===== config.mk =====
export PLATFORM = sky130hd
export DESIGN_NAME = ifu_fetch
export DESIGN_NICKNAME = d
export VERILOG_FILES = /design/src/rtl/ifu_fetch_pkg.sv /design/src/rtl/ifu_fifo.sv /design/src/rtl/ifu_fetch.sv
export SDC_FILE = /design/constraint.sdc
export NUM_CORES = 1
export LEC_CHECK = 0
export BUFFER_PORTS_ARGS = -buffer_cell sky130_fd_sc_hd__clkbuf_2
export CAP_MARGIN = 10
export CELL_PAD_IN_SITES_DETAIL_PLACEMENT = 0
export CELL_PAD_IN_SITES_GLOBAL_PLACEMENT = 1
export CORE_UTILIZATION = 35
export CTS_CLUSTER_DIAMETER = 80
export CTS_CLUSTER_SIZE = 30
export DETAILED_ROUTE_END_ITERATION = 8
export PLACE_DENSITY_LB_ADDON = 0.25
export SYNTH_ARGS = -nofsm -noshare
export SYNTH_HDL_FRONTEND = slang
export SYNTH_SLANG_ARGS = --single-unit

===== constraint.sdc =====
create_clock -name clk -period 7.3 [get_ports clk]
set_input_delay 1.46 -clock clk [delete_from_list [all_inputs] [get_ports clk]]
set_output_delay 1.46 -clock clk [all_outputs]
set_load 0.05 [all_outputs]

===== src/rtl/ifu_fetch_pkg.sv =====
// Shared fetch-unit types and constants: bus width, NOP encoding, queue entry layout.
// Pure declarations; no timing or flow-control behaviour.
package ifu_fetch_pkg;

  localparam int XLEN = 32;
  localparam logic [XLEN-1:0] INST_NOP = 32'h0000_0013;

  typedef struct packed {
    logic [XLEN-1:0] addr;
    logic [XLEN-1:0] data;
  } fetch_ent_t;

  function automatic logic [XLEN-1:0] word_align(input logic [XLEN-1:0] a);
    return {a[XLEN-1:2], 2'b00};
  endfunction

endpackage


===== src/rtl/ifu_fifo.sv =====
// 2-entry synchronous FIFO with flush, same-cycle push/pop and occupancy count.
// Head visible combinationally; push into a full FIFO is accepted only alongside a pop.
module ifu_fifo #(
  parameter int WIDTH = 32
) (
  input  logic             clk,
  input  logic             rst,
  input  logic             flush,
  input  logic             push,
  input  logic             pop,
  input  logic [WIDTH-1:0] wdata,
  output logic [WIDTH-1:0] rdata,
  output logic [1:0]       count
);

  logic [WIDTH-1:0] mem [2];
  logic             wr_ptr;
  logic             rd_ptr;
  logic             do_push;
  logic             do_pop;

  assign do_pop  = pop && (count != 2'd0);
  assign do_push = push && ((count != 2'd2) || do_pop);
  assign rdata   = mem[rd_ptr];

  always_ff @(posedge clk or negedge rst) begin
    if (!rst) begin
      wr_ptr <= 1'b0;
      rd_ptr <= 1'b0;
      count  <= 2'd0;
    end else if (flush) begin
      wr_ptr <= 1'b0;
      rd_ptr <= 1'b0;
      count  <= 2'd0;
    end else begin
      if (do_push) wr_ptr <= ~wr_ptr;
      if (do_pop)  rd_ptr <= ~rd_ptr;
      case ({do_push, do_pop})
        2'b10:   count <= count + 2'd1;
        2'b01:   count <= count - 2'd1;
        default: count <= count;
      endcase
    end
  end

  // Storage needs no reset: nothing reads it while count is zero.
  always_ff @(posedge clk) begin
    if (do_push && !flush) mem[wr_ptr] <= wdata;
  end

endmodule


===== src/rtl/ifu_fetch.sv =====
// Instruction fetch: PC generation, pipelined bus reads, 2-entry {addr,data} queue to IF/ID; optional IFU_MISALIGN_CHK_EN.
// Bus data reaches inst_o the cycle after rvalid; requests stall when outstanding + queued words would exceed 2.
module ifu_fetch
  import ifu_fetch_pkg::*;
#(
  parameter logic [XLEN-1:0] RESET_PC = 32'h0000_0000
) (
  input  logic            clk,
  input  logic            rst,
  input  logic            hold_flag_i,
  input  logic            jump_en_i,
  input  logic [XLEN-1:0] jump_addr_i,
  output logic            ibus_req_o,
  output logic [XLEN-1:0] ibus_addr_o,
  input  logic            ibus_gnt_i,
  input  logic            ibus_rvalid_i,
  input  logic [XLEN-1:0] ibus_rdata_i,
  output logic            inst_valid_o,
  output logic [XLEN-1:0] inst_addr_o,
  output logic [XLEN-1:0] inst_o
`ifdef IFU_MISALIGN_CHK_EN
  ,
  output logic            misalign_o,
  output logic [XLEN-1:0] misalign_addr_o
`endif
);

  logic [XLEN-1:0] pc;
  logic [1:0]      disc_cnt;
  logic [1:0]      out_cnt;
  logic [1:0]      inst_cnt;
  logic [XLEN-1:0] rsp_addr;
  fetch_ent_t      head;
  fetch_ent_t      push_ent;
  logic            halted;
  logic            consume;
  logic            rsp_ok;
  logic            keep;
  logic            credit;
  logic            fire;
  logic [2:0]      occupancy;

  assign inst_valid_o = (inst_cnt != 2'd0);
  assign consume      = inst_valid_o && !hold_flag_i && !jump_en_i;
  assign rsp_ok       = ibus_rvalid_i && (out_cnt != 2'd0);
  assign keep         = rsp_ok && (disc_cnt == 2'd0) && !jump_en_i;

  // The head slot freed by this cycle's consumption already counts as free,
  // which lets a 1-cycle bus stream one word per cycle.
  assign occupancy  = {1'b0, out_cnt} + {1'b0, inst_cnt} - {2'b00, consume};
  assign credit     = rst && !jump_en_i && !halted && (occupancy < 3'd2);
  assign fire       = credit && ibus_gnt_i;
  assign ibus_req_o = credit;
  assign ibus_addr_o = pc;

  always_ff @(posedge clk or negedge rst) begin
    if (!rst) begin
      pc <= RESET_PC;
    end else if (jump_en_i) begin
      pc <= word_align(jump_addr_i);
    end else if (fire) begin
      pc <= pc + 32'd4;
    end
  end

  // Responses already in flight at a jump belong to the old stream.
  always_ff @(posedge clk or negedge rst) begin
    if (!rst) begin
      disc_cnt <= 2'd0;
    end else if (jump_en_i) begin
      disc_cnt <= out_cnt - {1'b0, rsp_ok};
    end else if (rsp_ok && (disc_cnt != 2'd0)) begin
      disc_cnt <= disc_cnt - 2'd1;
    end
  end

  ifu_fifo #(.WIDTH(XLEN)) u_addr_q (
    .clk   (clk),
    .rst   (rst),
    .flush (1'b0),
    .push  (fire),
    .pop   (rsp_ok),
    .wdata (pc),
    .rdata (rsp_addr),
    .count (out_cnt)
  );

  assign push_ent.addr = rsp_addr;
  assign push_ent.data = ibus_rdata_i;

  ifu_fifo #(.WIDTH($bits(fetch_ent_t))) u_inst_q (
    .clk   (clk),
    .rst   (rst),
    .flush (jump_en_i),
    .push  (keep),
    .pop   (consume),
    .wdata (push_ent),
    .rdata (head),
    .count (inst_cnt)
  );

  assign inst_o      = inst_valid_o ? head.data : INST_NOP;
  assign inst_addr_o = inst_valid_o ? head.addr : '0;

`ifdef IFU_MISALIGN_CHK_EN
  logic mis_jump;
  assign mis_jump = jump_en_i && (jump_addr_i[1:0] != 2'b00);

  // A misaligned target parks the fetcher until the next redirect.
  always_ff @(posedge clk or negedge rst) begin
    if (!rst) begin
      halted          <= 1'b0;
      misalign_o      <= 1'b0;
      misalign_addr_o <= '0;
    end else begin
      misalign_o <= mis_jump;
      if (jump_en_i) halted <= mis_jump;
      if (mis_jump) misalign_addr_o <= jump_addr_i;
    end
  end
`else
  logic unused_jump_lsb;
  assign unused_jump_lsb = ^jump_addr_i[1:0];
  assign halted          = 1'b0;
`endif

endmodule


==> reports/results.tsv, run 1 <==
metric	value	unit
synth_cell_types	48	
ir_worst_vdd	0.000127	V
first_global_vias	5318	
max_freq	0.206	GHz
std_cell_rows	59	
rsz0062_at_grt	no	
worstMarginPinSlew	0.914	ns
fin_skew	0.0278	ns
avgViaCountPerCell	4.89	
netlist_area	0.00928	mm²
power.density_cell_area	274	mW/mm²
initialDrtViolationCount	286	
ctsHtreeMaxLevel	1	
insertion_delay	0.49	ns
ys_seq_area_share	70.3	%
endpoint_kind	output port	
crit_arrival	3.39	ns
maxCapViolCount	0	
hold_depth	1	
drc	0	
synth_edf_count	184	
min_period	4.85	ns
layout_common_cells	184 x edfxtp_1, 161 x clkbuf_2, 77 x nor2_1, 65 x mux2i_1, 50 x nand2_1	
hold-worst-slack	0.484	ns
hpwl	12500	µm
cts.repair.resized	0	
cp_max_fo	10	
start_kind	primary input	
pin_count	168	
area_growth	18.4	%
dr.pass1.iters	5	
max_stage_delay	0.38	ns
numCtsBuffers	14	
grt_usage	14.4	%
cpLargestDelayFamily	adder cells	
grt_max_degree	64	
maxSlewViolCount	0	
required	5.84	ns
wl_per_cell	16.9	µm
avgSynthCellArea	14.2	µm²
cts_tree	yes	
die_h	165	µm
p_leak	0.00397	µW
place.gp.congestion	0.748	
clockRootBuffer	clkbuf_16	
yosysWarnings	0	
crit_chain	clkbuf_2, nor3_1, ha_1, nand2b_1, fa_1, xnor2_1, nor3_1, clkbuf_2	
slew_headroom	39.1	%
antenna_found_initial	0	
die-area	0.0272	mm²
ctsHoldBuffers	0	
cts.path.max_buffers	3	
path_buf_inv	2	
antenna_left	0	
initial_utilization	35.6	%
cts.sink_count	224	
layout_commonest_cell	edfxtp_1	
n_antenna_cell	0	
hold_viol	0	
criticalPathCategory	primary input to output port	
num_vias	5634	
hp-start	u_addr_q.rd_ptr$_DFFE_PN0P_	
rr_worst_depth	11	
grt_pass1_wl	29700	µm
ys_seq_elements	224	
drt-total-wl	19500	µm
min_path_type	flop to flop	
core	0.0261	mm²
grt_overflow_total	0	
ys.flop_type	edfxtp_1	
tns	0	ns
worstHoldEndpoint	u_addr_q.rd_ptr$_DFFE_PN0P_	
outcome	finished, final reports clean	
dieWidth	165	µm
timing.rr.end	ibus_addr_o[9]$_DFFE_PN0P_	
worstReg2RegStart	u_inst_q.count[0]$_DFFE_PN0P_	
port_buffers	161	
reg2reg_slack	3.89	ns
cts_setup_buffers	0	
synthCells	652	
synth_async_sr_flop_share	17.9	%
final_nets	885	
finalSetupViolations	0	
crit_cells	8	
slowest_stage	fa_1	
path_clk_slew	0.09	ns
min_period_over_period	66.4	%
drive_gt1_share	29.5	%
-- routing by layer --
metal	up-vias	share of wire, %	global-route usage, %
li1	2735	-	-
met1	2751	47	20.1
met2	133	47	23.3
met3	15	4.7	2.34
met4	0	1.5	3.25
met5	-	0	0
-- through the flow --
step / setup slack, ns / instance area [µm²] / total power (µW) / utilization [%] / std cells
3_3_place_gp: 2.49 / 10500 / 2170 / 40.2 / 1128
2_1_floorplan: 0.790 / 9290 / 2010 / - / 655
6_report: 2.45 / 11000 / 3010 / 42.1 / 1152
5_1_grt: 2.30 / 11000 / 3140 / 42.1 / 1152
4_1_cts: 2.44 / 11000 / 3050 / 42.1 / 1152
3_5_place_dp: 2.44 / 10500 / 2180 / 40.2 / 1128
-- Yosys cell counts, types with 2 or more instances --
library cell    n  area, µm²
a221o_1         7       70.1
a22oi_1         2       15.0
edfxtp_1      184       5530
dfrtp_1        40       1000
mux2i_1        65        651
buf_1           7       26.3
nand2b_1        3       18.8
buf_4           4       30.0
buf_2           3       15.0
nor3_1         10       50.1
or4_1           4       30.0
and2_1          6       37.5
nor2_1         78        293
nand2_1        50        188
nand3_1        15       75.1
o211ai_1        9       67.6
nand4_1        10       62.6
a21oi_1        11       55.1
xnor2_1         4       35.0
nor2b_1         5       31.3
ha_1            5       62.6
nor3_2          3       30.0
nor4_1          3       18.8
o21ai_0        22        110
clkbuf_1       19       71.3
o311ai_0        6       52.6
a31o_2          4       35.0
and3_1          5       31.3
a31oi_1         3       18.8
or3_1           4       25.0
inv_1          14       52.6
mux2_2         30        338
a211oi_1        2       15.0
-- worst register-to-register path, delay by kind of cell (launching register included) --
kind,cells,cell delay [ns]
compound gates,2,0.46
simple gates,5,1.24
xor+xnor,1,0.19
fa+ha+maj,2,0.64
flops,1,0.51
buf+inv,1,0.27
-- registers in the layout (all words and copies together) (netlist names) --
name / cells
u_addr_q.count: 2
u_inst_q.wr_ptr: 1
u_inst_q.count: 2
disc_cnt: 2
u_addr_q.wr_ptr: 1
ibus_addr_o: 30
u_inst_q.rd_ptr: 1
u_addr_q.mem: 60
u_addr_q.rd_ptr: 1
u_inst_q.mem: 124
-- how the worst max path moves through the flow --
stage | start | slack, ns | end
floorplan | jump_en_i | 0.79 | u_addr_q.mem[0][10]$_DFFE_PP_
global placement | hold_flag_i | 2.49 | ibus_req_o
detailed placement | hold_flag_i | 2.44 | ibus_req_o
CTS | hold_flag_i | 2.44 | ibus_req_o
global route | hold_flag_i | 2.30 | ibus_req_o
finish | hold_flag_i | 2.45 | ibus_req_o
-- where the power goes --
part | internal, µW | switching, µW
combinational | 185 | 374
clock | 432 | 439
sequential | 1500 | 71.3
total | 2120 | 884
-- layout make-up --
| class | count | area (µm²) |
|---|---|---|
| fill | 2455 | 15100 |
| sequential | 224 | 6530 |
| multi-input combinational | 383 | 2590 |
| timing repair buffer | 171 | 881 |
| tap | 335 | 419 |
| clock buffer | 15 | 375 |
| clock inverter | 9 | 124 |
| inverter | 15 | 56.3 |
-- cell families after synthesis --
logic type,Yosys count,synth area share (%)
other,1,0.0404
DFF,224,70.3
adders and majority gates,6,0.890
and+or+nand+nor,204,10.4
muxes,95,10.7
buffers and inverters,48,2.14
xor gates and xnor gates,5,0.472
AOI/OAI and AO/OA,69,5.02
Note: power is estimated with default switching activity, not from simulation.
==> inputs of run 2 (changes only) <==
- clock period: 7.3 -> 4.8 ns (I/O delays scaled with it)
==> run 2 against run 1 <==
Effect of this change:
- first-iteration DRC count up 7.3%
- critical endpoint unchanged
- non-clock buffer count up 3
- die area unchanged
- global-route usage up 0.27 points
- clock skew down 0.0031 ns
- utilization up 0.058 points
==> reports/results.tsv, run 2 (synthesis gave the netlist of run 1 again) <==
metric	value	unit	change
outcome	finished, final reports clean		
min_path_type	flop to flop		
tns	0	ns	unchanged
grt_util_met3	2.29	%	-0.050 points
antenna_found_initial	0		unchanged
port_buffers	161		unchanged
cts.repair.resized	0		unchanged
initialDrtViolationCount	307		+7.3%
cts.sink_count	224		unchanged
grt_use_met2	23.2	%	-0.15 points
fin_skew	0.0247	ns	-0.00310 ns
hold_viol	0		unchanged
initial_utilization	35.6	%	unchanged
num_vias	5658		+0.43%
hp-start	u_addr_q.wr_ptr$_DFFE_PN0P_		
layout_commonest_cell	edfxtp_1		
hold_depth	1		unchanged
std_cell_rows	59		unchanged
slew_headroom	38.9	%	-0.17 points
criticalPathCategory	primary input to output port		
hpwl	12800	µm	+1.7%
drc	0		unchanged
ir_worst_vdd	0.000233	V	+82%
p_leak	0.00398	µW	+0.27%
grt_pass1_wl	30500	µm	+2.4%
min_period_over_period	78.6	%	
dr.pass1.iters	4		-1
crit_cells	8		unchanged
path_buf_inv	2		unchanged
worstReg2RegStart	u_inst_q.count[1]$_DFFE_PN0P_		
required	3.84	ns	-2.00 ns
dieWidth	165	µm	unchanged
drt-total-wl	19800	µm	+1.6%
layout_common_cells	184 x edfxtp_1, 161 x clkbuf_2, 77 x nor2_1, 65 x mux2i_1, 50 x nand2_1		
cts.path.max_buffers	3		unchanged
slowest_stage	fa_1		
die_h	165	µm	unchanged
cts_tree	yes		
finalSetupViolations	0		unchanged
clockRootBuffer	clkbuf_16		
start_kind	primary input		
cp_max_fo	10		unchanged
numCtsBuffers	14		unchanged
cpLargestDelayFamily	adder cells		
endpoint_kind	output port		
grt_usage	14.6	%	+0.27 points
die-area	0.0272	mm²	unchanged
largest_reg_flops	124		unchanged
gr-max-usage-layer	met2		
crit_chain	clkbuf_2, nor3_1, ha_1, nand2b_1, fa_1, xnor2_1, nor3_1, clkbuf_2		
core	0.0261	mm²	unchanged
max_freq	0.265	GHz	
critical_path.startpoint	hold_flag_i		
hold-worst-slack	0.541	ns	+0.0572 ns
ctsHtreeMaxLevel	1		unchanged
fillers	2470		+0.61%
regMostFlops	u_inst_q.mem		
cts_setup_buffers	0		unchanged
path_clk_slew	0.10	ns	about the same
avgViaCountPerCell	4.90		+0.17%
max_stage_delay	0.38	ns	about the same
ctsHoldBuffers	0		unchanged
pin_count	168		unchanged
first_global_vias	5367		+0.92%
grt_use_met1	21.0	%	+0.90 points
insertion_delay	0.49	ns	about the same
final_nets	888		+0.34%
grt_overflow_total	0		unchanged
maxSlewViolCount	0		unchanged
area_growth	18.5	%	
grt_max_degree	64		unchanged
wl_per_cell	17.1	µm	+1.4%
rr_worst_depth	10		-1
drive_gt1_share	29.4	%	-0.11 points
crit_arrival	2.82	ns	-0.57 ns
n_antenna_cell	0		unchanged
maxCapViolCount	0		unchanged
min_period	3.78	ns	
power.density_cell_area	413	mW/mm²	+51%
place.gp.congestion	0.769		+2.9%
antenna_left	0		unchanged
rsz0062_at_grt	no		
worstMarginPinSlew	0.917	ns	+0.00252 ns
## run 2: cell types whose count changed in the layout (fill, tap and decap cells not counted), sizes merged
cell	before	now
bufinv	1	0
inv	17	19
clkinv	5	4
clkinvlp	1	0
clkbuf	176	177
buf	10	13
## run 2: final cells by class
type | count | area, µm² | share of cell area, %
multi-input combinational | 383 | 2600 | 23.7
clock buffer | 16 | 379 | 3.45
timing repair buffer | 174 | 916 | 8.33
sequential | 224 | 6530 | 59.4
tap | 335 | 419 | 3.81
inverter | 15 | 56.3 | 0.512
clock inverter | 8 | 93.8 | 0.853
## run 2: metrics by stage
step           total power, µW  area [µm²]  util [%]  cells  setup slack, ns
6_report                  4540       11000      42.2   1155             1.02
3_5_place_dp              3310       10500      40.4   1131            0.613
4_1_cts                   4610       11000      42.2   1155             1.01
2_1_floorplan             3050        9300         -    655           0.0199
3_3_place_gp              3300       10500      40.4   1131            0.650
5_1_grt                   4760       11000      42.2   1155            0.801
## run 2: metal layers
| layer | vias up | part of all wire [%] | routed length (µm) |
|---|---|---|---|
| met1 | 2736 | 47 | 9310 |
| met5 | - | 0 | 0 |
| met3 | 29 | 4.9 | 966 |
| met2 | 155 | 46 | 9120 |
| met4 | 0 | 1.9 | 369 |
| li1 | 2738 | - | - |
## run 2: where the power goes
| group | internal (µW) | leakage (µW) | total [µW] | switching [µW] |
|---|---|---|---|---|
| combinational | 286 | 0.00160 | 856 | 570 |
| clock | 609 | 0.000229 | 1290 | 679 |
| sequential | 2290 | 0.00216 | 2400 | 112 |
| total | 3180 | 0.00398 | 4540 | 1360 |
## run 2: worst paths after layout
path | to | slack [ns]
min in group asynchronous | u_inst_q.rd_ptr$_DFFE_PN0P_ | 0.56
max | ibus_req_o | 1.02
min reg2reg | u_addr_q.wr_ptr$_DFFE_PN0P_ | 0.54
min | u_addr_q.wr_ptr$_DFFE_PN0P_ | 0.54
max in group asynchronous | ibus_addr_o[6]$_DFFE_PN0P_ | 3.82
max reg2reg | u_addr_q.mem[0][2]$_DFFE_PP_ | 1.27
==> inputs of run 3 (changes only) <==
- ABC_AREA: not set -> 1
- clock period: 4.8 -> 3.6 ns (I/O delays scaled with it)
==> run 3 against run 2 <==
Effect of this change:
- area after synthesis up 5.5%
- clock power is 22% higher
- utilization up 0.44 points
- final area increased by 5.4%
- via count is 21% higher
- sequential power increased by 43%
- count of clock-buffer cells in the layout fell by 3
- register-to-register slack got worse by 0.65 ns
- die area rose by 5.4%
- critical path type is now flop to output port
- largest cell class unchanged
==> reports/results.tsv, run 3 <==
metric	value	unit	change
outcome	finished, final reports clean		
ir_worst_vdd	0.000279	V	+20%
drc	0		unchanged
worstMarginPinSlew	0.743	ns	-0.174 ns
die-area	0.0286	mm²	+5.4%
numCtsBuffers	13		-1
dr.pass1.iters	4		unchanged
final_nets	1202		+35%
port_buffers	161		unchanged
wl_per_cell	15.4	µm	-9.8%
p_leak	0.00482	µW	+21%
initial_utilization	36.0	%	+0.41 points
core	0.0272	mm²	+4.3%
ys_seq_area_share	66.7	%	-3.7 points
cts.path.max_buffers	3		unchanged
min_period	3.43	ns	
layout_commonest_cell	nand2_1		
ctsHtreeMaxLevel	1		unchanged
hold_viol	0		unchanged
max_freq	0.292	GHz	
fillers	2695		+9.1%
insertion_delay	0.48	ns	about the same
slowest_stage	fa_1		
place.gp.congestion	0.816		+6.2%
hp-start	ibus_rdata_i[6]		
synth_area_leader_cell	edfxtp_1		
hold-worst-slack	0.421	ns	-0.120 ns
pwr-share-clk	18.6	%	-9.7 points
avgViaCountPerCell	4.57		-6.7%
place_area	0.0111	mm²	+5.9%
synth_edf_count	184		unchanged
cp_max_fo	4		-6
synth_area_leaders	edfxtp_1 56%, nand2_1 16%, dfrtp_1 10%, a21oi_1 3.2%, inv_1 2.1%		
grt_usage	16.1	%	+1.5 points
synth.most_common_cell	nand2_1		
slew_headroom	50.5	%	+12 points
power.switching	3800	µW	+180%
synthTopCellsByCount	418 x nand2_1, 184 x edfxtp_1, 62 x a21oi_1		
antenna_left	0		unchanged
worstReg2RegStart	u_inst_q.count[1]$_DFFE_PN0P_		
layout_common_cells	417 x nand2_1, 184 x edfxtp_1, 160 x clkbuf_2, 62 x a21oi_1, 53 x inv_1		
p_int	4700	µW	+48%
largest_reg_flops	124		unchanged
dieWidth	169	µm	+2.7%
min_path_type	primary input to flop		
crit_chain	inv_2, nand2_1, nand2_2, inv_1, ha_1, or2_2, fa_1, nand2_2, nor2_8, and2_4, buf_12		
cts_tree	yes		
multiInputGateArea	0.00291	mm²	+12%
synth_async_sr_flop_share	17.9	%	unchanged
fin_skew	0.0164	ns	-0.00828 ns
first_global_vias	6311		+18%
required	2.88	ns	-0.96 ns
maxCapViolCount	0		unchanged
area_growth	18.4	%	
yosysTopAreaCellShare	56.5	%	-3.1 points
hpwl	15900	µm	+25%
synthCells	965		+48%
drt-total-wl	23200	µm	+17%
yosysWarnings	0		unchanged
avgSynthCellArea	10.1	µm²	-29%
path_clk_slew	0.11	ns	about the same
power.density_cell_area	734	mW/mm²	+78%
die_h	169	µm	+2.7%
endpoint_kind	output port		
num_vias	6872		+21%
power_frac_comb	41.0	%	+22 points
fin_area	0.0116	mm²	+5.4%
grt_overflow_total	0		unchanged
clockRootBuffer	clkbuf_16		
regArea	0.00653	mm²	about the same
grt_pass1_wl	35700	µm	+17%
crit_arrival	2.71	ns	-0.11 ns
regMostFlops	u_inst_q.mem		
drive_gt1_share	21.5	%	-7.9 points
netlist_area	0.00979	mm²	+5.5%
sw_frac_of_total	44.7	%	+15 points
criticalPathCategory	flop to output port		
std_cell_rows	60		+1.7%
ys_seq_elements	224		unchanged
antenna_found_initial	0		unchanged
synth_cell_types	33		-31%
ys.flop_type	edfxtp_1		
finalSetupViolations	0		unchanged
sequentialPowerShare	40.4	%	-12 points
initialDrtViolationCount	509		+66%
cts.sink_count	224		unchanged
max_stage_delay	0.50	ns	+0.12 ns
rsz0062_at_grt	no		
n_antenna_cell	0		unchanged
grt_max_degree	65		+1.6%
critical_path.startpoint	u_inst_q.count[1]$_DFFE_PN0P_		
maxSlewViolCount	0		unchanged
start_kind	flop		
pin_count	168		unchanged
crit_top_cell	nand2_2		
min_period_over_period	95.3	%	
-- run 3: repair_timing --
item,in CTS,in global routing
pin swaps,0,0
setup endpoints to repair,1,1
resized for setup,1,3
hold buffers,0,0
setup buffers,2,2
-- run 3: through the flow --
step	util, %	instances	setup slack (ns)	power, µW	setup TNS, ns
after floorplan	-	968	-0.655	5980	-81.25
after global routing	42.6	1504	0.00200	8980	0
after global placement	41.0	1479	0.176	6940	0
after detailed placement	41.0	1479	0.144	6980	0
after CTS	42.6	1502	0.0242	8590	0
final	42.6	1504	0.170	8500	0
-- run 3: power by group through the flow --
stage	Sequential (µW)	Combinational (µW)	Clock, µW
floorplan	3650	2340	0
global placement	3490	3450	0
detailed placement	3500	3480	0
CTS	3430	3510	1650
global route	3470	3770	1740
finish	3430	3480	1580
-- run 3: area by class of cell --
type / instances / share of cell area [%]
multi-input cells: 646 / 25.1
clock inverters: 8 / 0.734
clock buffers: 13 / 2.81
well taps: 372 / 4.02
repair buffers: 182 / 9.09
inverters: 59 / 1.93
flip-flops and latches: 224 / 56.3
-- run 3: worst max-delay path, delay by kind of cell, from the launching register on --
family / cells / cell delay (ns)
flip-flops: 1 / 0.41
buffers and inverters: 3 / 0.27
AND/OR/NAND/NOR: 6 / 0.82
adder cells (fa/ha/maj): 2 / 0.75
-- run 3: worst paths after layout --
kind	to	slack, ns	cells past startpoint
setup / recovery	ibus_req_o	0.17	11
hold / removal	u_inst_q.mem[1][6]$_DFFE_PP_	0.42	1
setup reg to reg	u_addr_q.mem[0][30]$_DFFE_PP_	0.62	14
hold reg to reg	u_inst_q.mem[1][34]$_DFFE_PP_	0.53	2
max in group asynchronous	u_inst_q.rd_ptr$_DFFE_PN0P_	2.68	2
min in group asynchronous	ibus_addr_o[23]$_DFFE_PN0P_	0.47	2
-- run 3: logic make-up (layout without fill, tap and decap cells) --
family	Yosys count	after routing	synth area share, %
compound gates	95	95	5.06
xor+xnor	12	12	1.07
fa+ha+maj	6	6	0.844
buf+inv	98	262	4.24
flops	224	224	66.7
other cells	1	4	0.0383
simple gates	529	529	22.1
-- run 3: per-layer routing --
layer	global-route usage (%)	vias up	routed length (µm)
met5	0	-	0
met4	3.13	0	324
met3	2.26	20	1170
met2	26.5	193	10600
met1	22.8	3177	11100
li1	-	3482	-
